$ cat src/rtl/ebi_multichan.sv
// EBI slave: command assembly into the command FIFO, one-word prefetch per sample channel,
// coherent timestamp reads, saturating drop counter and a maskable sticky interrupt.
module ebi_multichan #(
  parameter int DATA_W    = 16,
  parameter int CMD_WORDS = 5,
  parameter int N_CH      = 4,
  parameter int CNT_W     = 16,
  parameter int TIME_W    = 32
) (
  input  logic                      clk,
  input  logic                      rst,
  input  logic [DATA_W-1:0]         data_in,
  output logic [DATA_W-1:0]         data_out,
  input  logic [18:0]               addr,
  input  logic                      rd,
  input  logic                      wr,
  input  logic                      cs,
  output logic [CMD_WORDS*DATA_W-1:0] cmd_fifo_data_in,
  output logic                      cmd_fifo_wr_en,
  input  logic                      cmd_fifo_full,
  input  logic [N_CH*DATA_W-1:0]    sample_fifo_data_out,
  output logic [N_CH-1:0]           sample_fifo_rd_en,
  input  logic [N_CH-1:0]           sample_fifo_empty,
  input  logic [N_CH-1:0]           sample_fifo_full,
  input  logic [N_CH*CNT_W-1:0]     sample_fifo_data_count,
  input  logic [TIME_W-1:0]         time_in,
  output logic                      irq
);

  localparam int SEL_W = (N_CH > 1) ? $clog2(N_CH) : 1;
  localparam int ST_W  = N_CH + 1;
  localparam int HI_W  = TIME_W - DATA_W;

  localparam logic [7:0] A_STATUS = 8'h00;
  localparam logic [7:0] A_MASK   = 8'h10;
  localparam logic [7:0] A_ISTAT  = 8'h11;
  localparam logic [7:0] A_SEL    = 8'h12;
  localparam logic [7:0] A_SAMPLE = 8'h13;
  localparam logic [7:0] A_COUNT  = 8'h14;
  localparam logic [7:0] A_TLO    = 8'h15;
  localparam logic [7:0] A_THI    = 8'h16;
  localparam logic [7:0] A_DROP   = 8'h17;

  localparam logic [0:0] CMD_IDLE  = 1'b0;
  localparam logic [0:0] CMD_ARMED = 1'b1;

  localparam logic [1:0] PF_EMPTY = 2'd0;
  localparam logic [1:0] PF_POP   = 2'd1;
  localparam logic [1:0] PF_HOLD  = 2'd2;

  logic [7:0] a8;
  logic       unused_addr;
  logic       rd_act, wr_act, rd_done, wr_done;

  assign a8          = addr[7:0];
  assign unused_addr = ^addr[18:8];
  assign rd_act      = cs & rd;
  assign wr_act      = cs & wr;

  logic              rd_s1_q, rd_s1_d, rd_s2_q, rd_s2_d;
  logic              wr_s1_q, wr_s1_d, wr_s2_q, wr_s2_d;
  logic [7:0]        rd_addr_q, rd_addr_d;
  logic [SEL_W-1:0]  rd_sel_q, rd_sel_d;
  logic              rd_hit_q, rd_hit_d;
  logic [DATA_W-1:0] cmd_q [CMD_WORDS];
  logic [DATA_W-1:0] cmd_d [CMD_WORDS];
  logic [ST_W-1:0]   mask_q, mask_d;
  logic [ST_W-1:0]   sticky_q, sticky_d;
  logic [ST_W-1:0]   snap_q, snap_d;
  logic [SEL_W-1:0]  sel_q, sel_d;
  logic [DATA_W-1:0] drop_q, drop_d;
  logic [HI_W-1:0]   time_cap_q, time_cap_d;
  logic [HI_W-1:0]   time_hi_q, time_hi_d;
  logic [N_CH-1:0]   full_prev_q, full_prev_d;
  logic [0:0]        cmd_st_q, cmd_st_d;
  logic [1:0]        pf_q [N_CH];
  logic [1:0]        pf_d [N_CH];
  logic [DATA_W-1:0] hold_q [N_CH];
  logic [DATA_W-1:0] hold_d [N_CH];
  logic [N_CH-1:0]   valid_q, valid_d;
  logic              live_q, live_d;
  logic [DATA_W-1:0] dout_q, dout_d;
  logic              irq_q, irq_d;

  logic              sel_ok;
  logic              drop_evt;
  logic [ST_W-1:0]   sticky_set;
  logic [DATA_W-1:0] status;
  logic [DATA_W-1:0] rd_val;

  assign rd_done = rd_s2_q & ~rd_s1_q;
  assign wr_done = wr_s2_q & ~wr_s1_q;
  assign sel_ok  = (int'(sel_q) < N_CH);

  assign data_out = dout_q;
  assign irq      = irq_q;

  always_comb begin
    cmd_fifo_data_in = '0;
    for (int i = 0; i < CMD_WORDS; i++) begin
      cmd_fifo_data_in[(CMD_WORDS-i)*DATA_W-1 -: DATA_W] = cmd_q[i];
    end
  end

  always_comb begin
    status = '0;
    status[DATA_W-1]        = cmd_fifo_full;
    status[DATA_W-2]        = |sample_fifo_full;
    status[DATA_W-3]        = |sample_fifo_empty;
    status[DATA_W-4 -: N_CH] = valid_q;
  end

  always_comb begin
    rd_val = '0;
    case (a8)
      A_STATUS: rd_val = status;
      A_MASK:   rd_val = DATA_W'(mask_q);
      A_ISTAT:  rd_val = DATA_W'(sticky_q);
      A_SEL:    rd_val = DATA_W'(sel_q);
      A_SAMPLE: rd_val = (sel_ok && valid_q[sel_q]) ? hold_q[sel_q] : DATA_W'(16'hDEAD);
      A_COUNT:  rd_val = sel_ok ? DATA_W'(sample_fifo_data_count[int'(sel_q)*CNT_W +: CNT_W]) : '0;
      A_TLO:    rd_val = time_in[DATA_W-1:0];
      A_THI:    rd_val = DATA_W'(time_hi_q);
      A_DROP:   rd_val = drop_q;
      default: begin
        for (int i = 0; i < CMD_WORDS; i++) begin
          if (a8 == 8'(i + 1)) rd_val = cmd_q[i];
        end
      end
    endcase
  end

  // Bus-side registers, strobe pipeline and command FSM.
  always_comb begin
    rd_s1_d     = rd_act;
    rd_s2_d     = rd_s1_q;
    wr_s1_d     = wr_act;
    wr_s2_d     = wr_s1_q;
    rd_addr_d   = rd_addr_q;
    rd_sel_d    = rd_sel_q;
    rd_hit_d    = rd_hit_q;
    mask_d      = mask_q;
    sel_d       = sel_q;
    snap_d      = snap_q;
    time_cap_d  = time_cap_q;
    time_hi_d   = time_hi_q;
    dout_d      = dout_q;
    drop_d      = drop_q;
    cmd_st_d    = cmd_st_q;
    live_d      = 1'b1;
    full_prev_d = sample_fifo_full;
    drop_evt    = 1'b0;
    cmd_fifo_wr_en = 1'b0;
    for (int i = 0; i < CMD_WORDS; i++) cmd_d[i] = cmd_q[i];

    if (wr_act) begin
      case (a8)
        A_MASK: mask_d = data_in[ST_W-1:0];
        A_SEL:  sel_d  = data_in[SEL_W-1:0];
        default: begin
          for (int i = 0; i < CMD_WORDS; i++) begin
            if (a8 == 8'(i + 1)) cmd_d[i] = data_in;
          end
        end
      endcase
    end

    // Snapshot what the host actually saw so the completion acts on the returned value.
    if (rd_act) begin
      dout_d    = rd_val;
      rd_addr_d = a8;
      rd_sel_d  = sel_q;
      rd_hit_d  = sel_ok && valid_q[sel_q];
      if (a8 == A_ISTAT) snap_d = sticky_q;
      if (a8 == A_TLO)   time_cap_d = time_in[TIME_W-1:DATA_W];
    end

    if (rd_done && rd_addr_q == A_TLO) time_hi_d = time_cap_q;

    case (cmd_st_q)
      CMD_IDLE: begin
        if (wr_act && a8 == 8'(CMD_WORDS)) cmd_st_d = CMD_ARMED;
      end
      default: begin
        if (wr_done) begin
          cmd_st_d = CMD_IDLE;
          if (!cmd_fifo_full) cmd_fifo_wr_en = 1'b1;
          else                drop_evt       = 1'b1;
        end
      end
    endcase

    if (drop_evt && drop_q != '1) drop_d = drop_q + 1'b1;
  end

  // Sticky status: a set in the clearing cycle survives the clear.
  always_comb begin
    sticky_set = {sample_fifo_full & ~full_prev_q, drop_evt};
    sticky_d   = sticky_q;
    if (rd_done && rd_addr_q == A_ISTAT) sticky_d = sticky_d & ~snap_q;
    sticky_d = sticky_d | sticky_set;
    irq_d    = |(sticky_d & mask_q);
  end

  always_comb begin
    sample_fifo_rd_en = '0;
    valid_d           = valid_q;
    for (int c = 0; c < N_CH; c++) begin
      pf_d[c]   = pf_q[c];
      hold_d[c] = hold_q[c];
      case (pf_q[c])
        PF_EMPTY: begin
          if (live_q && !sample_fifo_empty[c]) begin
            sample_fifo_rd_en[c] = 1'b1;
            pf_d[c] = PF_POP;
          end
        end
        PF_POP: begin
          hold_d[c]  = sample_fifo_data_out[c*DATA_W +: DATA_W];
          valid_d[c] = 1'b1;
          pf_d[c]    = PF_HOLD;
        end
        default: begin
          if (rd_done && rd_addr_q == A_SAMPLE && rd_hit_q && int'(rd_sel_q) == c) begin
            valid_d[c] = 1'b0;
            pf_d[c]    = PF_EMPTY;
          end
        end
      endcase
    end
  end

  always_ff @(posedge clk or posedge rst) begin
    if (rst) begin
      rd_s1_q     <= 1'b0;
      rd_s2_q     <= 1'b0;
      wr_s1_q     <= 1'b0;
      wr_s2_q     <= 1'b0;
      rd_addr_q   <= '0;
      rd_sel_q    <= '0;
      rd_hit_q    <= 1'b0;
      mask_q      <= '0;
      sticky_q    <= '0;
      snap_q      <= '0;
      sel_q       <= '0;
      drop_q      <= '0;
      time_cap_q  <= '0;
      time_hi_q   <= '0;
      full_prev_q <= '0;
      cmd_st_q    <= CMD_IDLE;
      valid_q     <= '0;
      live_q      <= 1'b0;
      dout_q      <= '0;
      irq_q       <= 1'b0;
      for (int i = 0; i < CMD_WORDS; i++) cmd_q[i] <= '0;
      for (int c = 0; c < N_CH; c++) begin
        pf_q[c]   <= PF_EMPTY;
        hold_q[c] <= '0;
      end
    end else begin
      rd_s1_q     <= rd_s1_d;
      rd_s2_q     <= rd_s2_d;
      wr_s1_q     <= wr_s1_d;
      wr_s2_q     <= wr_s2_d;
      rd_addr_q   <= rd_addr_d;
      rd_sel_q    <= rd_sel_d;
      rd_hit_q    <= rd_hit_d;
      mask_q      <= mask_d;
      sticky_q    <= sticky_d;
      snap_q      <= snap_d;
      sel_q       <= sel_d;
      drop_q      <= drop_d;
      time_cap_q  <= time_cap_d;
      time_hi_q   <= time_hi_d;
      full_prev_q <= full_prev_d;
      cmd_st_q    <= cmd_st_d;
      valid_q     <= valid_d;
      live_q      <= live_d;
      dout_q      <= dout_d;
      irq_q       <= irq_d;
      for (int i = 0; i < CMD_WORDS; i++) cmd_q[i] <= cmd_d[i];
      for (int c = 0; c < N_CH; c++) begin
        pf_q[c]   <= pf_d[c];
        hold_q[c] <= hold_d[c];
      end
    end
  end

endmodule

$ cat config.mk
export PLATFORM = sky130hd
export DESIGN_NAME = ebi_multichan
export DESIGN_NICKNAME = d
export VERILOG_FILES = /design/src/rtl/ebi_multichan.sv
export SDC_FILE = /design/constraint.sdc
export NUM_CORES = 1
export LEC_CHECK = 0
export BUFFER_PORTS_ARGS = -buffer_cell sky130_fd_sc_hd__buf_2
export CORE_MARGIN = 1.5
export CORE_UTILIZATION = 55
export CTS_CLUSTER_DIAMETER = 50
export CTS_CLUSTER_SIZE = 8
export DETAILED_ROUTE_END_ITERATION = 16
export MAX_ROUTING_LAYER = met4
export PLACE_DENSITY = 0.83
export SLEW_MARGIN = 40
export SYNTH_ARGS = -nofsm -noshare
export SYNTH_HDL_FRONTEND = slang
export SYNTH_SLANG_ARGS = --single-unit
export TNS_END_PERCENT = 100
$ cat constraint.sdc
create_clock -name clk -period 16.4 [get_ports clk]
set_clock_uncertainty 0.1 [all_clocks]
set_input_delay 0.82 -clock clk [delete_from_list [all_inputs] [get_ports clk]]
set_output_delay 0.82 -clock clk [all_outputs]
set_load 0.01 [all_outputs]
==> impl_metrics.yaml, run 1 <==
power:
  power.total_mw: 1.61
  p_int_mw: 1.22
  pwr-share-clk: 0.427
  vdd_drop_max_v: 0.0000870
  p_sw_frac: 0.245
  combPwrFrac: 0.109
  power.density_nw_per_um2: 107
  power_switching_uw: 395
  p_leak_nw: 7.35
  power_frac_seq: 0.463
sta:
  drv_slew: 0
  rsz0062_at_grt: "false"
  max_slew_margin: 0.441
  setup-tns-final_ps: 0
  hold_viol_final: 0
  setup_viol: 0
  period_needed_ps: 3160
  worst_pin_slew_ps: 836
  fin_crit_sh: 0.193
  max_freq_mhz: 316
placed_design:
  place_area_um2: 14000
  finalWeightedCongestion: 0.854
  port-buffer-count: 299
  placedCellCount: 1470
  hpwlAfterDp_um: 25100
clock_network:
  cts_sinks: 259
  cts_tree: "yes"
  clockRootBuffer: "clkbuf_16"
  clk_pin_slew_worst_paths_ps: 50
  cts_made_buffers: 38
  post_cts_resized: 0
  postCtsHoldBufs: 0
  htreeDepth: 2
  cts_setup_buffers: 0
  clock_path_buffers: 3
  clock_latency_ps: 520
layout:
  layout_commonest_cell: "buf_2"
  layout-drive-gt1-share: 0.506
  design_area_um2: 15100
  nets: 1441
  final_util: 0.688
  final_cells: 1516
  layout_common_cells: "299 x buf_2, 257 x dfrtp_1, 198 x mux2_2"
  syn_to_final_growth_pct: 22.1
route:
  wirelength_um: 35900
  drc_errors: 0
  wl_per_cell_um: 23.7
  first_pass_iters: 5
  detail_route.vias_per_cell: 6.17
  ant_nets: 0
  via_count: 9348
  drt_iter0_markers: 767
setup_path:
  ff2ff_path_depth: 5
  rrSetupSlack_ps: 13470
  r2r_start: "sel_q[0]"
  cp.required_ps: 16690
  cp-end-kind: "register"
  start_kind: "input pin"
  path_max_fanout: 33
  crit_type: "input pin to register"
  critPathLaunch: "addr[0]"
  endpoint: "cmd_fifo_data_in[25]"
  rr_endpoint: "data_out[0]"
  arrival_ps: 3450
synth:
  synth_cell_types: 71
  synthDominantCellAreaShare: 0.526
  ys_ff_latch: 259
  ys_top_cells_by_area: "dfrtp_1 53%, mux2_2 18%, mux4_2 6.9%"
  avgSynthCellArea_um2: 13.2
  yosysSeqAreaShare: 0.526
  synthFlopType: "dfrtp_1"
  synth_warnings: 0
  syn-cell-area_um2: 12300
  synth_cells: 936
  yosys.area.top_type: "dfrtp_1"
  synth_nets: 1146
  synth_edf_count: 0
  synthArstFlopShare: 1.00
floorplan:
  io_pins: 311
  dieArea_um2: 23300
  rows: 54
  initial_core_util: 0.563
  die_w_um: 153
  core_um2: 21900
  chipHeight_um: 153
global_routing:
  antenna_found_initial: 2
  use_met3: 0.0603
  grt_pass1_wl_um: 55300
  overflow: 0
  first_global_vias: 9814
  met1_usage: 0.396
  grtUsageMet2: 0.507
  grt_busiest_layer: "met2"
  grt_usage: 0.317
  grt_max_degree: 111
run_status:
  status: "completed"
job:
  drv_cap: 0
worst_hold_path:
  hp-class: "register to register"
area by class of cell:
class,instances,area (µm²)
Fill cell,1602,6840
Sequential cell,259,6480
Multi-Input combinational cell,609,5540
Timing Repair Buffer,314,1620
Clock inverter,3,36.3
Clock buffer,40,980
Tap cell,280,350
Inverter,9,46.3
Antenna cell,2,5.00
per-stage QoR:
| stage | hold slack (ps) | setup slack [ps] |
|---|---|---|
| after floorplan | 255 | 8350 |
| after global placement | 267 | 12810 |
| after detailed placement | 271 | 12760 |
| after CTS | 276 | 13300 |
| after global routing | 297 | 13150 |
| final | 278 | 13240 |
per-layer routing:
layer / share of wire / routed length (µm)
met5: 0 / 0
met4: 0.047 / 1680
met3: 0.078 / 2790
met2: 0.49 / 17600
met1: 0.38 / 13800
worst max-delay path, cell delays in order:
cell	delay [ps]
buf_2	530
buf_4	510
nor2_1	220
and3_1	290
nand2_1	630
mux2_2	430
kinds of logic (layout without fill, tap and decap cells):
logic type | Yosys count | in the layout | synth area share
flip-flops | 259 | 259 | 0.526
multiplexers | 265 | 265 | 0.278
AND/OR/NAND/NOR | 189 | 189 | 0.0799
adder cells (fa/ha/maj) | 1 | 1 | 0.00101
XOR/XNOR | 13 | 13 | 0.00924
other | 1 | 3 | 0.000304
buffers and inverters | 68 | 366 | 0.0259
AO/OA/AOI/OAI | 140 | 140 | 0.0801
worst min path at each step:
stage                     slack (ps)    start  depth (start not counted)      end
after global routing             300  rd_s1_q                          0  rd_s2_q
after detailed placement         270  rd_s1_q                          0  rd_s2_q
after CTS                        280  rd_s1_q                          0  rd_s2_q
after global placement           270  rd_s1_q                          0  rd_s2_q
final                            280  rd_s1_q                          0  rd_s2_q
after floorplan                  260  rd_s1_q                          0  rd_s2_q
power groups by stage:
stage / clock, mW / combinational, mW / sequential, mW
6_report: 0.689 / 0.176 / 0.747
5_1_grt: 0.722 / 0.191 / 0.755
4_1_cts: 0.695 / 0.176 / 0.746
3_5_place_dp: 0 / 0.175 / 0.756
3_3_place_gp: 0 / 0.168 / 0.750
2_1_floorplan: 0 / 0.103 / 0.749
cell usage after synthesis (3+ instances only):
cell type  count
a21boi_0       4
a22o_1         4
buf_4          3
mux4_2        38
buf_2         23
nor3_1         8
nand2_1       63
xor2_1         5
o21bai_1       4
a21oi_1       12
a311oi_1       7
nor2b_1       12
dfrtp_1      259
o211ai_1      11
xnor2_1        8
and2_1         3
nand3_1       14
o21a_1         4
a221oi_1       4
o22ai_1       12
nand4_1        7
buf_1          4
nor4b_1        5
a31oi_1       13
clkbuf_1      27
nor4_1         4
a22oi_1       18
mux2_2       198
or2_2          4
inv_1          9
o21ai_0       23
mux2i_1       19
mux2_4        10
and3_1        10
and4_1         3
nor2_1        37
registers in the layout, summed over array words and instances (netlist names):
register          cells
cmd_st_q              1
rd_sel_q              2
hold_q               64
snap_q                5
live_q                1
drop_q               16
data_out             16
full_prev_q           4
rd_addr_q             8
rd_s2_q               1
rd_hit_q              1
sticky_q              5
sel_q                 2
irq                   1
cmd_fifo_data_in     80
rd_s1_q               1
valid_q               4
wr_s1_q               1
time_cap_q           16
mask_q                5
time_hi_q            16
wr_s2_q               1
pf_q                  8
Power figures use the tool's default switching activity.
==> inputs of run 2 (changes only) <==
--- a/config.mk
+++ b/config.mk
@@ -7,12 +7,12 @@
 export LEC_CHECK = 0
 export BUFFER_PORTS_ARGS = -buffer_cell sky130_fd_sc_hd__buf_2
 export CORE_MARGIN = 1.5
-export CORE_UTILIZATION = 55
+export CORE_UTILIZATION = 54
 export CTS_CLUSTER_DIAMETER = 50
 export CTS_CLUSTER_SIZE = 8
 export DETAILED_ROUTE_END_ITERATION = 16
 export MAX_ROUTING_LAYER = met4
-export PLACE_DENSITY = 0.83
+export PLACE_DENSITY = 0.82
 export SLEW_MARGIN = 40
 export SYNTH_ARGS = -nofsm -noshare
 export SYNTH_HDL_FRONTEND = slang
==> constraint.sdc (replaced) <==
create_clock -name clk -period 3.3 [get_ports clk]
set_clock_uncertainty 0.1 [all_clocks]
set_input_delay 0.165 -clock clk [delete_from_list [all_inputs] [get_ports clk]]
set_output_delay 0.165 -clock clk [all_outputs]
set_load 0.01 [all_outputs]
==> run 2 against run 1 <==
  * Final cell count increased by 9.2%
  * Non-clock buffer count grew 128
  * Design area is 9.3% higher
  * Global-route usage rose by 2.6 points
  * Register-to-register slack got worse by 13000 ps
  * Sequential cell count is the same
  * Largest power group unchanged
  * Critical path depth shrank 2
  * Sequential share of layout area decreased by 3.7 points
==> impl_metrics.yaml, run 2 (synthesis gave the netlist of run 1 again) <==
run_status:
  status: "completed"
global_routing:
  overflow: 0
  first_global_vias: 10700
  grt_pass1_wl_um: 60000
  antenna_found_initial: 3
  grt_usage: 0.344
  use_met3: 0.0550
  grt_busiest_layer: "met2"
  met1_usage: 0.413
  grtUsageMet2: 0.559
  grt_max_degree: 60
setup_path:
  crit_chain: "mux4_2 -> a22o_1 -> a2111oi_0 -> a221oi_1"
  critPathTopFamily: "compound AO/OA/AOI/OAI gates"
  path_max_fanout: 14
  arrival_ps: 2930
  path_buf_inv: 0
  crit_type: "register to register"
  cp_slowest_stage_delay_ps: 730
  slowest_stage: "dfrtp_2"
  cp-end-kind: "register"
  cp.required_ps: 3550
  start_kind: "register"
route:
  drt_iter0_markers: 793
  via_count: 10200
  first_pass_iters: 4
  ant_nets: 0
  drc_errors: 0
  wl_per_cell_um: 23.6
  wirelength_um: 39100
  detail_route.vias_per_cell: 6.14
layout:
  nets: 1570
  layout_common_cells: "299 x buf_2, 257 x dfrtp_1, 198 x mux2_2"
  syn_to_final_growth_pct: 33.5
  final_util: 0.731
  nFillCells: 1425
  design_area_um2: 16500
  largest_reg_flops: 80
  layout-drive-gt1-share: 0.466
  final_cells: 1655
  seq_area_um2: 6480
  multiInputGateArea_um2: 5530
  layout_commonest_cell: "buf_2"
clock_network:
  cts_tree: "yes"
  cts_made_buffers: 39
  clockRootBuffer: "clkbuf_16"
  clk_pin_slew_worst_paths_ps: 50
  cts_sinks: 259
  post_cts_resized: 0
  htreeDepth: 2
  clock_path_buffers: 3
  clock_latency_ps: 520
power:
  p_leak_nw: 7.95
  vdd_drop_max_v: 0.000411
  power.density_nw_per_um2: 507
sta:
  worst_pin_slew_ps: 796
  max_freq_mhz: 373
  hold_viol_final: 0
  setup_viol: 0
  rsz0062_at_grt: "false"
  max_slew_margin: 0.468
  hold_slack_ps: 69.3
  drv_slew: 0
  fin_crit_sh: 0.812
  period_needed_ps: 2680
  timing.final.ws_setup_ps: 620
worst_hold_path:
  hp-class: "input pin to register"
floorplan:
  rows: 55
  chipHeight_um: 154
  initial_core_util: 0.548
  dieArea_um2: 23700
  core_um2: 22500
  die_w_um: 154
  io_pins: 311
placed_design:
  place_ws_ps: 736
  placedCellCount: 1488
  hpwlAfterDp_um: 26000
  place_area_um2: 14200
  finalWeightedCongestion: 0.918
  port-buffer-count: 299
job:
  drv_cap: 0
## run 2: cell types whose count changed in the layout (fill, tap and decap cells not counted), sizes merged
| cell | before | now |
|---|---|---|
| dlygate4sd3 | 0 | 116 |
| clkbuf | 40 | 42 |
| inv | 10 | 9 |
| bufinv | 0 | 1 |
| buf | 314 | 326 |
| clkinv | 1 | 3 |
| diode | 2 | 4 |
## run 2: repair_timing
| item | in CTS | in global routing |
|---|---|---|
| endpoints found under the setup margin | 0 | 0 |
| setup buffers | 0 | 0 |
| hold buffers | 116 | 0 |
| endpoints found under the hold margin | 335 | 0 |
## run 2: cell type report
type                    count  share of cell area
clock inverters             5             0.00418
inverters                   9             0.00228
flip-flops and latches    259               0.394
well taps                 285              0.0217
diodes                      4            0.000608
repair buffers            442               0.180
multi-input cells         609               0.336
clock buffers              42              0.0613
## run 2: path summary, 6_finish.rpt
path                                  from          end  slack, ps  cells past startpoint
min in group asynchronous              rst   hold_q[18]        250                      4
worst max-delay path              sel_q[0]  data_out[0]        620                      4
worst max register to register    sel_q[0]  data_out[0]        620                      4
max in group asynchronous              rst   drop_q[12]       2170                      6
worst min register to register     rd_s1_q      rd_s2_q        280                      0
worst min-delay path            time_in[2]  data_out[2]         70                      4
## run 2: through the flow
stage,setup TNS [ps],power [mW]
floorplan,-98050,4.23
global placement,0,4.59
detailed placement,0,4.66
CTS,0,8.31
global route,0,8.62
finish,0,8.35
## run 2: layer usage
layer,vias to the layer above,share of wire
met5,-,0
met4,0,0.058
met3,147,0.071
met2,606,0.49
met1,5058,0.38
li1,4355,-
## run 2: worst min-delay path, cell delays in order
cell	delay, ps
buf_2	80
a22o_1	160
a221oi_1	90
a21oi_1	140
## run 2: report_power, final
part           switching (mW)  internal, mW  leakage [nW]
Combinational           0.466         0.561          4.06
Clock                    1.35          2.22         0.529
Sequential              0.239          3.51          3.36
Total                    2.05          6.29          7.95
